File: src/rtl/mem_arbiter.sv
// Round-robin arbiter sharing one line-wide memory port between the L1 I-cache
// and L1 D-cache; one transaction in flight, each completed before re-arbitration.
module mem_arbiter #(
    parameter int ADDR_WIDTH = 32,
    parameter int LINE_SIZE  = 256
) (
    input  logic                  clk_i,
    input  logic                  rst_ni,
    // I-cache side
    input  logic                  i_strobe_i,
    input  logic [ADDR_WIDTH-1:0] i_addr_i,
    output logic                  i_ready_o,
    output logic [LINE_SIZE-1:0]  i_data_o,
    // D-cache side
    input  logic                  d_strobe_i,
    input  logic                  d_rw_i,
    input  logic [ADDR_WIDTH-1:0] d_addr_i,
    input  logic [LINE_SIZE-1:0]  d_wdata_i,
    output logic                  d_ready_o,
    output logic [LINE_SIZE-1:0]  d_data_o,
    // Memory side
    output logic                  m_strobe_o,
    output logic                  m_rw_o,
    output logic [ADDR_WIDTH-1:0] m_addr_o,
    output logic [LINE_SIZE-1:0]  m_wdata_o,
    input  logic                  m_ready_i,
    input  logic [LINE_SIZE-1:0]  m_data_i,
    // Completion counters
    output logic [31:0]           i_cnt_o,
    output logic [31:0]           d_cnt_o
);

    // Handshake: cache strobes are levels held until their one-cycle ready
    // pulse; m_strobe_o is held through SERVE until the m_ready_i pulse, and
    // m_ready_i outside SERVE is ignored.

    typedef enum logic [1:0] {
        IDLE    = 2'd0,
        SERVE   = 2'd1,
        RECOVER = 2'd2
    } state_t;

    localparam logic OWN_I = 1'b0;
    localparam logic OWN_D = 1'b1;

    state_t                state_q,    state_d;
    logic                  owner_q,    owner_d;
    logic                  last_gnt_q, last_gnt_d;
    logic                  m_strobe_q, m_strobe_d;
    logic                  m_rw_q,     m_rw_d;
    logic [ADDR_WIDTH-1:0] m_addr_q,   m_addr_d;
    logic [LINE_SIZE-1:0]  m_wdata_q,  m_wdata_d;
    logic [31:0]           i_cnt_q,    i_cnt_d;
    logic [31:0]           d_cnt_q,    d_cnt_d;

    logic                  pick_d;
    logic                  done;

    // D wins if it is the only requester, or on a tie when I was granted last.
    assign pick_d = d_strobe_i && (!i_strobe_i || (last_gnt_q == OWN_I));
    assign done   = (state_q == SERVE) && m_ready_i;

    always_ff @(posedge clk_i or negedge rst_ni) begin
        if (!rst_ni) begin
            state_q    <= IDLE;
            owner_q    <= OWN_I;
            last_gnt_q <= OWN_D;
            m_strobe_q <= 1'b0;
            m_rw_q     <= 1'b0;
            m_addr_q   <= '0;
            m_wdata_q  <= '0;
            i_cnt_q    <= '0;
            d_cnt_q    <= '0;
        end else begin
            state_q    <= state_d;
            owner_q    <= owner_d;
            last_gnt_q <= last_gnt_d;
            m_strobe_q <= m_strobe_d;
            m_rw_q     <= m_rw_d;
            m_addr_q   <= m_addr_d;
            m_wdata_q  <= m_wdata_d;
            i_cnt_q    <= i_cnt_d;
            d_cnt_q    <= d_cnt_d;
        end
    end

    always_comb begin
        state_d    = state_q;
        owner_d    = owner_q;
        last_gnt_d = last_gnt_q;
        m_strobe_d = m_strobe_q;
        m_rw_d     = m_rw_q;
        m_addr_d   = m_addr_q;
        m_wdata_d  = m_wdata_q;
        i_cnt_d    = i_cnt_q;
        d_cnt_d    = d_cnt_q;

        case (state_q)
            IDLE: begin
                if (i_strobe_i || d_strobe_i) begin
                    state_d    = SERVE;
                    m_strobe_d = 1'b1;
                    owner_d    = pick_d ? OWN_D : OWN_I;
                    if (pick_d) begin
                        m_rw_d    = d_rw_i;
                        m_addr_d  = d_addr_i;
                        m_wdata_d = d_wdata_i;
                    end else begin
                        m_rw_d    = 1'b0;
                        m_addr_d  = i_addr_i;
                        m_wdata_d = '0;
                    end
                end
            end

            SERVE: begin
                if (m_ready_i) begin
                    state_d    = RECOVER;
                    m_strobe_d = 1'b0;
                    m_rw_d     = 1'b0;
                    m_addr_d   = '0;
                    m_wdata_d  = '0;
                    last_gnt_d = owner_q;
                    if (owner_q == OWN_I) begin
                        i_cnt_d = i_cnt_q + 32'd1;
                    end else begin
                        d_cnt_d = d_cnt_q + 32'd1;
                    end
                end
            end

            // Strobes seen here are stale copies of the request just finished.
            RECOVER: begin
                state_d = IDLE;
            end

            default: begin
                state_d    = IDLE;
                m_strobe_d = 1'b0;
                m_rw_d     = 1'b0;
                m_addr_d   = '0;
                m_wdata_d  = '0;
            end
        endcase
    end

    assign i_ready_o  = done && (owner_q == OWN_I);
    assign d_ready_o  = done && (owner_q == OWN_D);
    assign i_data_o   = m_data_i;
    assign d_data_o   = m_data_i;

    assign m_strobe_o = m_strobe_q;
    assign m_rw_o     = m_rw_q;
    assign m_addr_o   = m_addr_q;
    assign m_wdata_o  = m_wdata_q;

    assign i_cnt_o    = i_cnt_q;
    assign d_cnt_o    = d_cnt_q;

endmodule

File: config.mk
export PLATFORM = sky130hd
export DESIGN_NAME = mem_arbiter
export DESIGN_NICKNAME = d
export VERILOG_FILES = /design/src/rtl/mem_arbiter.sv
export SDC_FILE = /design/constraint.sdc
export NUM_CORES = 1
export LEC_CHECK = 0
export ABC_AREA = 1
export CAP_MARGIN = 30
export CELL_PAD_IN_SITES_DETAIL_PLACEMENT = 0
export CELL_PAD_IN_SITES_GLOBAL_PLACEMENT = 1
export CORE_AREA = 5 5 558 560
export DETAILED_ROUTE_END_ITERATION = 7
export DIE_AREA = 0 0 563 565
export PLACE_DENSITY = 0.31
export SLEW_MARGIN = 20
export SYNTH_ARGS = -nofsm -noshare
export SYNTH_HDL_FRONTEND = slang
export SYNTH_SLANG_ARGS = --single-unit
export TNS_END_PERCENT = 30
File: constraint.sdc
create_clock -name clk_i -period 2.4 [get_ports clk_i]
set_input_delay 0.6 -clock clk_i [delete_from_list [all_inputs] [get_ports clk_i]]
set_output_delay 0.6 -clock clk_i [all_outputs]
set_load 0.01 [all_outputs]
==> summary.md <==
| Metric | Value |
|---|---|
| Slew headroom | `26.6%` |
| Asr flop ratio synth | `between 90% and 100%` |
| Die area | `318000 µm²` |
| Final clock skew | `0.0176 ns` |
| Total vias in the final route | `16900` |
| CTS Buf Count | `57` |
| Final Critical Period | `2.30 ns` |
| Synthesized instance count | `2308` |
| VDD IR max | `0.570 mV` |
| Worst slew pin tran | `1.10 ns` |
| Antenna violations before repair | `39` |
| Synth top area cells | `dfrtp_1, buf_4, nand3_1` |
| Post-synth top area cell | `dfrtp_1` |
| Power Density | `around 1100 nW/µm²` |
| Most used routing layer | `met2` |
| DR iter-0 viols | `about 740` |
| GR Util met1 | `9.93%` |
| Top-area cell type share of the netlist area | `between 40% and 50%` |
| H-tree levels | `2` |
| Nets | `3110` |
| 1st-pass router iterations | `5` |
| Worst EP required | `1.80 ns` |
| CTS Buffer Depth | `3` |
| Predominant post-synthesis flop cell | `dfrtp_1` |
| Syn nets | `2892` |
| Synth unique cells | `31` |
| Clock sink count | `358` |
| Seq. cell area | `8990 µm²` |
| Leakage | `0.0131 µW` |
| Total core area | `305000 µm²` |
| IO Port Bufs | `681` |
| Post-Syn Area | `19500 µm²` |
| Global-route wire length before repair | `195000 µm` |
| Drt drc | `0` |
| CP Max Fanout | `3` |
| Vias in the first global route | `around 18000` |
| Placed wire-length estimate | `129000 µm` |
| Syn Area/Cell | `8.46 µm²` |
| Max Cap Viol | `0` |
| Status | `completed` |
| CTS tree | `yes` |
| Fmax | `434 MHz` |
| Non-Filler Instances | `6674` |
| Post-route ant nets | `0` |
| GRT Residual Overflow | `0` |
| TNS Setup | `0 ns` |
| Row cnt | `203` |
| Root Driver | `clkbuf_16` |
| Ys Warns | `0` |
| Post-synthesis sequential area ratio | `45.9%` |
| Placed insts | `between 6000 and 7000` |
| Final Hold Vio Count | `0` |
| Initial Util | `6.40%` |
| WL per Instance | `23.0 µm` |
| Layout cell share with drive strength beyond 1 | `11.1%` |
| WP data arrival | `1.70 ns` |
| Routed WL | `153000 µm` |
| Multi-input logic area | `5960 µm²` |
| Die Y-Extent | `565 µm` |
| Chip Width | `approximately 560 µm` |
| CP endpoint kind | `output pin` |
| Most frequent cells in the layout | `nand3_1, clkdlybuf4s50_1, nand2_1` |
| Setup CP Type | `reg -> out` |
| RSZ-0062 raised after global routing | `true` |
| Worst-Skew Late Latency | `0.73 ns` |
| Global Route Usage Sum | `9.27%` |
| Met3 Usage GRT | `6.87%` |
| Seq cells post-synth | `roughly 360` |
| Worst R2R Path Depth | `6` |
| Final Cycle Share | `95.9%` |
| Startpoint types | `flop` |
| Largest net degree at the start of global routing | `123` |
| Area delta synth->final | `54.6%` |
| Fin Hold WS | `~0.38 ns` |
| FILL cells | `35600` |
| Reg clk slew, reported paths | `0.06 ns` |
| # IOs | `1450` |
| Slew Limit Fails | `0` |
| Final setup fails | `0` |
| HP Class | `in -> async` |
| EDFF count, synth | `0` |
| Via-to-Cell Ratio | `around 2.5` |
| GR Layer Usage met2 | `between 10% and 20%` |
| Commonest non-fill, non-tap cell in the layout | `nand3_1` |
| RD Place Congestion | `0.761` |
-- cell usage after synthesis (2+ instances only) --
cell and count:
nand3_1 577, buf_4 512, nand2_1 409, dfrtp_1 357, nor2_1 83, inv_1 66
o21ai_0 66, clkbuf_1 61, buf_2 52, xor2_1 23, buf_1 16, xnor2_1 16
nand4_1 14, nor3_1 12, nor2_2 9, nand3b_1 8, nor2_4 5, inv_2 4
nand3_4 4, ha_1 2, o21ai_1 2
-- sequential cells by signal (all words and copies together), names as in the netlist --
name,cells
state_q,2
i_cnt_o,32
m_strobe_o,1
d_cnt_o,32
m_rw_o,1
owner_q,1
m_addr_o,32
last_gnt_q,1
m_wdata_o,256
-- final cells by class --
| type | instances | share of cell area (%) |
|---|---|---|
| flip-flops and latches | 358 | 29.8 |
| repair buffers | 800 | 26.0 |
| multi-input cells | 1239 | 19.7 |
| well taps | 4100 | 17.0 |
| clock buffers | 84 | 5.59 |
| clock inverters | 21 | 0.970 |
| inverters | 70 | 0.895 |
| diodes | 2 | 0.0166 |
-- critical path, cell delays in order (launching register included) --
cell	delay, ns
dfrtp_2	0.44
inv_2	0.08
nand2_4	0.06
nor2_8	0.13
buf_12	0.14
buf_12	0.12
-- stage by stage --
step           utilization (%)  cell area (µm²)  setup slack, ns  total power [µW]
2_1_floorplan                -            19500            0.830             15100
3_3_place_gp              9.30            28400           -0.200             25600
3_5_place_dp              9.30            28400           -0.198             25600
4_1_cts                   9.89            30200          -0.0516             34300
5_1_grt                   9.89            30200          -0.0333             35500
6_report                  9.89            30200           0.0975             32800
-- routing by layer --
metal	vias to the layer above	share of wire, %
met5	-	0.0085
met4	2	4.7
met3	374	16
met2	1001	41
met1	8069	38
li1	7488	-
-- report_power, final --
| group | internal, µW | switching, µW |
|---|---|---|
| logic | 5140 | 9210 |
| clock network | 5400 | 3630 |
| registers | 8090 | 1370 |
-- logic make-up (layout without fill, tap and decap cells) --
group	after synthesis	count (layout)	synth area share, %
simple gates	1128	1128	26.6
buf+inv	711	975	23.8
flops	358	358	45.9
compound gates	70	70	1.82
xor+xnor	39	39	1.75
fa+ha+maj	2	2	0.128
other cells	0	2	0
-- path summary, 6_finish.rpt --
check | start | end | slack, ns
max in group asynchronous | rst_ni | last_gnt_q | 1.18
setup reg to reg | state_q[1] | m_wdata_o[189] | 0.29
hold reg to reg | m_strobe_o | m_strobe_o | 0.48
setup / recovery | state_q[1] | d_ready_o | 0.1
hold / removal | rst_ni | m_wdata_o[86] | 0.38
min in group clk_i | m_ready_i | state_q[0] | 0.43
-- repair_timing --
action	CTS	global route
pin swaps	1	1
hold endpoints to repair	17	0
gates cloned	0	0
hold buffers	1	0
buffers inserted	6	0
resized for setup	254	10
setup endpoints to repair	227	7
(Power assumes the default switching activity.)
